$ cat config.mk
export PLATFORM = sky130hd
export DESIGN_NAME = lut_cfg_loader
export DESIGN_NICKNAME = d
export VERILOG_FILES = /design/src/rtl/lut_cfg_pkg.sv /design/src/rtl/cfg_shift_reg.sv /design/src/rtl/lut_cfg_loader.sv
export SDC_FILE = /design/constraint.sdc
export NUM_CORES = 1
export LEC_CHECK = 0
export ABC_CLOCK_PERIOD_IN_PS = 5500
export CAP_MARGIN = 10
export CORE_MARGIN = 1
export CORE_UTILIZATION = 60
export CTS_BUF_LIST = sky130_fd_sc_hd__clkbuf_2
export DETAILED_ROUTE_END_ITERATION = 6
export PLACE_DENSITY = 0.85
export SYNTH_ARGS = -nofsm -noshare
export SYNTH_HDL_FRONTEND = slang
export SYNTH_HIERARCHICAL = 1
export SYNTH_SLANG_ARGS = --single-unit
$ cat constraint.sdc
create_clock -name clk -period 5.5 [get_ports clk]
set_input_delay 1.65 -clock clk [delete_from_list [all_inputs] [get_ports clk]]
set_output_delay 1.65 -clock clk [all_outputs]
set_load 0.02 [all_outputs]
$ cat src/rtl/lut_cfg_pkg.sv
// Shared definitions for the LUT configuration loader: default sizes, FSM state
// encoding and the word parity helper used when LUT_CFG_PARITY_EN is defined.
package lut_cfg_pkg;

  localparam int unsigned DEF_NUM_LUTS = 4;
  localparam int unsigned DEF_CFG_W    = 16;

  typedef enum logic [2:0] {
    IDLE   = 3'd0,
    SHIFT  = 3'd1,
    PARITY = 3'd2,
    COMMIT = 3'd3,
    DONE   = 3'd4
  } state_e;

  // Even-parity bit that makes ^{word, bit} == 0.
  function automatic logic word_parity(input logic [DEF_CFG_W-1:0] w);
    return ^w;
  endfunction

endpackage

$ cat src/rtl/cfg_shift_reg.sv
// Serial-in shift register (MSB first) with a per-word bit counter; count_full
// flags the accept that completes a CFG_W-bit word.
module cfg_shift_reg #(
  parameter int unsigned CFG_W = 16,
  parameter int unsigned CNT_W = $clog2(CFG_W + 1)
) (
  input  logic             clk,
  input  logic             rst_n,
  input  logic             clr,
  input  logic             shift_en,
  input  logic             bit_in,
  output logic [CFG_W-1:0] word_out,
  output logic             count_full
);

  logic [CFG_W-1:0] sr_q, sr_d;
  logic [CNT_W-1:0] cnt_q, cnt_d;

  always_comb begin
    sr_d  = sr_q;
    cnt_d = cnt_q;
    if (shift_en) begin
      sr_d  = {sr_q[CFG_W-2:0], bit_in};
      cnt_d = cnt_q + CNT_W'(1);
    end
    if (clr) cnt_d = '0;
  end

  always_ff @(posedge clk or negedge rst_n) begin
    if (!rst_n) begin
      sr_q  <= '0;
      cnt_q <= '0;
    end else begin
      sr_q  <= sr_d;
      cnt_q <= cnt_d;
    end
  end

  assign word_out   = sr_q;
  assign count_full = shift_en && (cnt_q == CNT_W'(CFG_W - 1));

endmodule

$ cat src/rtl/lut_cfg_loader.sv
// Serial LUT configuration loader: shadows NUM_LUTS words and commits them
// atomically to lut_config. Define LUT_CFG_PARITY_EN for a per-word even-parity bit.
module lut_cfg_loader
  import lut_cfg_pkg::*;
#(
  parameter int unsigned NUM_LUTS = DEF_NUM_LUTS,
  parameter int unsigned CFG_W    = DEF_CFG_W,
  parameter int unsigned IDX_W    = $clog2(NUM_LUTS)
) (
  input  logic                      clk,
  input  logic                      rst_n,
  input  logic                      start,
  input  logic                      cfg_valid,
  input  logic                      cfg_bit,
  output logic                      cfg_ready,
  output logic                      busy,
  output logic                      done,
  output logic                      cfg_err,
  output logic [NUM_LUTS*CFG_W-1:0] lut_config
);

  state_e                           state_q;
  logic [IDX_W-1:0]                 idx_q;
  logic [NUM_LUTS-1:0][CFG_W-1:0]   shadow_q;
  logic [NUM_LUTS-1:0][CFG_W-1:0]   cfg_q;
  logic                             ready_q, busy_q, done_q, err_q;

  logic             shift_en, clr, word_full;
  logic [CFG_W-1:0] word;

  assign shift_en = cfg_valid && ready_q && (state_q == SHIFT);
  assign clr      = ((state_q == IDLE) && start) || (state_q == COMMIT);

  cfg_shift_reg #(.CFG_W(CFG_W)) u_shift (
    .clk        (clk),
    .rst_n      (rst_n),
    .clr        (clr),
    .shift_en   (shift_en),
    .bit_in     (cfg_bit),
    .word_out   (word),
    .count_full (word_full)
  );

  // Outputs are registered alongside the state so they always match it.
  always_ff @(posedge clk or negedge rst_n) begin
    if (!rst_n) begin
      state_q  <= IDLE;
      idx_q    <= '0;
      shadow_q <= '0;
      cfg_q    <= '0;
      ready_q  <= 1'b0;
      busy_q   <= 1'b0;
      done_q   <= 1'b0;
      err_q    <= 1'b0;
    end else begin
      done_q <= 1'b0;
      unique case (state_q)
        IDLE: begin
          if (start) begin
            state_q <= SHIFT;
            idx_q   <= '0;
            err_q   <= 1'b0;
            ready_q <= 1'b1;
            busy_q  <= 1'b1;
          end
        end
        SHIFT: begin
          if (word_full) begin
`ifdef LUT_CFG_PARITY_EN
            state_q <= PARITY;
`else
            state_q <= COMMIT;
            ready_q <= 1'b0;
`endif
          end
        end
`ifdef LUT_CFG_PARITY_EN
        PARITY: begin
          if (cfg_valid) begin
            ready_q <= 1'b0;
            if (word_parity(word) == cfg_bit) begin
              state_q <= COMMIT;
            end else begin
              state_q  <= IDLE;
              busy_q   <= 1'b0;
              err_q    <= 1'b1;
              shadow_q <= '0;
            end
          end
        end
`endif
        COMMIT: begin
          shadow_q[idx_q] <= word;
          if (idx_q == IDX_W'(NUM_LUTS - 1)) begin
            state_q <= DONE;
          end else begin
            idx_q   <= idx_q + IDX_W'(1);
            state_q <= SHIFT;
            ready_q <= 1'b1;
          end
        end
        DONE: begin
          cfg_q   <= shadow_q;
          done_q  <= 1'b1;
          busy_q  <= 1'b0;
          state_q <= IDLE;
        end
        default: begin
          state_q <= IDLE;
          ready_q <= 1'b0;
          busy_q  <= 1'b0;
        end
      endcase
    end
  end

  assign cfg_ready  = ready_q;
  assign busy       = busy_q;
  assign done       = done_q;
  assign cfg_err    = err_q;
  assign lut_config = cfg_q;

endmodule

Word-level counts from Yosys, hierarchy flattened --
Cells that the tools add are included.
Word-level totals: flip-flop bits (word level) 157, output and inout bits 68, logic and storage cells 61
Operators by class: add/subtract/negate cells 2, magnitude comparators 2, equal/unequal tests 8, muxes and demuxes 18, bitwise operators 2, reduce and logical (&&, ||, !) cells 14
Operators by type and width (number):
- $bwmux W64 | 1
- $demux W16 S2 | 1
- $mux W16 | 1
- $mux W5 | 2
- $mux W3 | 3
- $pmux W3 S3 | 1
- $add A5 B1 Y5 const B | 1
- $eq A5 B4 Y1 const B | 1
- $logic_and A1 B1 Y1 | 5
- $mux W1 | 4
- $mux W2 | 2
- $ne A2 B2 Y1 const B | 2
- $pmux W1 S4 | 1
- $pmux W2 S2 | 1
- $reduce_and A2 Y1 | 2
- $reduce_and A4 Y1 | 1
- $reduce_bool A2 Y1 | 2
- $eq A3 B1 Y1 const B | 1
- $eq A3 B2 Y1 const B | 1
- $eq A3 B3 Y1 const B | 1
- $logic_not A3 Y1 | 1
- $lt A2 B3 Y1 const B | 1
- $reduce_and A3 Y1 | 1
- $add A2 B1 Y2 const B | 1
- 7 further kinds | 8

Logic depth before layout (Yosys ltp) --
word-level depth 5, gate-level depth with buffers 8

By module --
The synthesis kept the hierarchy.
By module, submodules not included:
- lut_cfg_loader | instances 1, cells each 320, area an instance 5406.4 µm², seq. area each 3403.3 µm²
- cfg_shift_reg | instances 1, cells each 58, area an instance 928.4 µm², seq. area each 525.5 µm²

Worst setup path before layout --
OpenSTA, ideal clock, no wires.
kind input to register, start input port start, end register u_shift.cnt_q[3], library setup time 125 ps, arrival time 2736 ps, slack 2639 ps, stages 5, path buffers 0, path through nor2b_1 -> nand2_1 -> a21oi_1 -> and2b_4 -> mux2_4
On the way: longest elaborated chain between the ends 3, elaborated cells between the ends (all ways) 4, those cells by class mux (1); reduce/logical (3)
Ends and longest elaborated chain:
- start: declaration | RTL line lut_cfg_loader.sv:12 | input logic start,
- $logic_and A1 B1 Y1 * | RTL line lut_cfg_loader.sv:32 | assign clr = ((state_q == IDLE) && start) || (state_q == COMMIT);
- $logic_or A1 B1 Y1 * | RTL line lut_cfg_loader.sv:32
- via clr | RTL line lut_cfg_loader.sv:28 | logic shift_en, clr, word_full;
- $mux W5 or $reduce_bool A2 Y1 (tied branches)
- end signal: assignment | RTL line cfg_shift_reg.sv:35 | cnt_q <= cnt_d;
- end: declaration | RTL line cfg_shift_reg.sv:17 | logic [CNT_W-1:0] cnt_q, cnt_d;
The timed path passes the listed nets; every way through them passes the cells marked *. A chain may end at the register's enable or synchronous reset.

Final worst setup path --
start register cfg_q (netlist bit lut_config[49]), end output port lut_config[49]
RTL lines:
- start: declaration | RTL line lut_cfg_loader.sv:25 | logic [NUM_LUTS-1:0][CFG_W-1:0] cfg_q;
- start signal: assignment | RTL line lut_cfg_loader.sv:103 | cfg_q <= shadow_q;
- end: declaration | RTL line lut_cfg_loader.sv:19 | output logic [NUM_LUTS*CFG_W-1:0] lut_config
No word-level cell between the ends.

==> metrics.md <==
| Metric | Value |
|---|---|
| Status | `completed` |
| PortBufs | `71` |
| Pins Over Slew Limit | `0` |
| Clock Path Buffers | `2` |
| Post-synth top cells | `dfrtp_1 (157), mux2_2 (83), mux2_4 (53)` |
| Root Driver | `clkbuf_2` |
| Min-delay src | `shadow_q[13]` |
| Worst-path clk slew | `0.22 ns` |
| Vias in the first global route | `3411` |
| Post-layout min period | `3.34 ns` |
| Synth top area cells | `dfrtp_1 (62%), mux2_2 (15%), mux2_4 (13%)` |
| Floorplan row count | `37` |
| Final count of hold timing violations | `0` |
| Layout area overhead | `16.2%` |
| Final ANT Viol Nets | `0` |
| CTS Hold Bufs | `0` |
| Avg Inst Size Synth | `16.8 sq um` |
| Placer Congestion | `0.790` |
| Top cell type's share of synthesized area | `62.0%` |
| H-Tree Depth | `4` |
| CP Capture Type | `output port` |
| Initial antenna violation count | `0` |
| Required time of the critical path | `3.85 ns` |
| Synth Cell Area | `6330 sq um` |
| Cell variety after synth | `40` |
| Reg2reg start | `state_q[0]` |
| Critical path, cell by cell | `clkdlybuf4s50_1` |
| Tcrit/Tclk final | `60.8%` |
| Ys flop type | `dfrtp_1` |
| WP buf/inv | `1` |
| Top-count cell post-synth | `dfrtp_1` |
| Most area-hungry cell type in the Yosys netlist | `dfrtp_1` |
| Setup ws final | `2.16 ns` |
| TNS Setup | `0 ns` |
| Max-Cap Viols | `0` |
| Worst Path Arrival | `1.69 ns` |
| Clk_skew | `0.0243 ns` |
| Total congestion overflow | `0` |
| Largest stage delay, worst path | `0.61 ns` |
| Peak supply drop | `139 uV` |
| Resized cells post-CTS | `0` |
| Drt first pass iters | `4` |
| Dpl ws | `1.97 ns` |
| Sequential area share after synthesis | `62.0%` |
| RSZ-0062 raised after global routing | `no` |
| # fillers | `684` |
| Utilization after layout | `71.6%` |
| FMAX | `0.299 GHz` |
| Antenna cells | `0` |
| Worst slew pin tran | `0.828 ns` |
| FF+latch count, synth | `157` |
| # nets final | `465` |
| Syn nets | `389` |
| Post-CTS setup buffer count | `0` |
| Vias | `3244` |
| DIE AREA | `11000 sq um` |
| Startpoint types | `register` |
| EDFF count, synth | `0` |
| Total design power | `1.83 mW` |
| Die Y | `105 microns` |
| Critical Path Fanout Max | `2` |
| CP Launch Point | `lut_config[49]` |
| Power Dens Cells | `248 nW/um^2` |
| WP depth | `1` |
| Hold path cells | `1` |
| Synth Instances | `378` |
| Number of cells on the worst reg-to-reg path | `3` |
| Asr flop ratio synth | `100%` |
| GRT Util Overall | `21.0%` |
| Worst setup path class | `reg -> out` |
| Crit path max-delay family | `buffers and inverters` |
| Finished Layout Cells | `603` |
| HP Class | `reg -> reg` |
| First-pass GRT wire length | `17700 microns` |
| Final WL | `10600 microns` |
| Routed vias/inst | `5.38` |
| Ys Warns | `6` |
| Routed len/inst | `17.6 microns` |
| Initial core utilization | `61.6%` |
| Placed instance count | `571` |
| Largest net degree at the start of global routing | `96` |
| Core box area | `10300 sq um` |
| Iteration-0 DRC Markers | `115` |
| Chip Width | `105 microns` |
| Leakage power | `3.77 nW` |
| Share of layout cells above drive strength 1 | `38.8%` |
| Endpoints failing setup | `0` |
| HPWL Detailed | `6880 microns` |
| Total CTS buffers | `17` |
| CTS Sinks | `157` |
| Relative slew slack | `44.8%` |
| IO Count | `73` |
| CTS tree | `yes` |
| Critical Path Slowest Stage Cell | `clkdlybuf4s50_1` |
| Remaining DRCs | `0` |
| Clk Latency, worst-skew pair | `0.65 ns` |
-- path summary, 6_finish.rpt --
kind	endpoint	slack [ns]
max in group asynchronous	lut_config[62]	3.50
worst min register to register	lut_config[13]	0.51
worst min-delay path	lut_config[13]	0.51
worst max register to register	lut_config[24]	3.02
worst max-delay path	lut_config[49]	2.16
min in group asynchronous	done	1.04
-- stage by stage --
stage,instance area (sq um),hold slack [ns]
2_1_floorplan,6330,0.464
3_3_place_gp,7110,0.466
3_5_place_dp,7110,0.481
4_1_cts,7360,0.505
5_1_grt,7360,0.532
6_report,7360,0.506
-- area by class of cell --
| type | instances | area [sq um] | area share (%) |
|---|---|---|---|
| Timing Repair Buffer | 75 | 742 | 10.1 |
| Sequential cell | 157 | 3930 | 53.4 |
| Inverter | 6 | 22.5 | 0.306 |
| Clock inverter | 15 | 173 | 2.34 |
| Multi-Input combinational cell | 197 | 2240 | 30.5 |
| Clock buffer | 17 | 85.1 | 1.16 |
| Tap cell | 136 | 170 | 2.31 |
-- flip-flops by register name, summed over array words and instances, names as in the netlist --
register          flops
cfg_ready             1
busy                  1
idx_q                 2
shadow_q             64
u_shift/word_out     16
lut_config           64
u_shift/cnt_q         5
state_q               3
done                  1
-- metal layers --
layer | track usage (%) | up-vias | part of all wire, %
li1 | - | 1476 | -
met1 | 28.8 | 1682 | 46
met2 | 33.1 | 72 | 49
met3 | 5.49 | 14 | 4.0
met4 | 6.44 | 0 | 0.93
met5 | 0 | - | 0
-- power breakdown --
| group | internal (mW) | switching (mW) | total (mW) |
|---|---|---|---|
| combinational | 0.00356 | 0.0219 | 0.0254 |
| clock | 0.251 | 0.393 | 0.644 |
| sequential | 1.16 | 0 | 1.16 |
-- cells in the final DEF (no fill, tap or decap), types with 4 or more instances in the layout --
| cell type | instances |
|---|---|
| nand2_1 | 5 |
| nor2_1 | 5 |
| mux2_4 | 53 |
| ha_1 | 6 |
| mux2_1 | 9 |
| clkinv_4 | 4 |
| mux2_2 | 83 |
| clkbuf_2 | 17 |
| clkdlybuf4s50_1 | 70 |
| nand2_4 | 4 |
| inv_1 | 5 |
| dfrtp_1 | 157 |
| buf_4 | 4 |
-- cells by family after synthesis --
logic type | count (synthesis) | synth area share [%]
simple gates | 27 | 2.79
xor+xnor | 1 | 0.138
mux | 146 | 29.1
other cells | 1 | 0.0592
flops | 157 | 62.0
buf+inv | 24 | 2.77
fa+ha+maj | 6 | 1.19
compound gates | 16 | 1.98
Note: power is estimated with default switching activity, not from simulation.
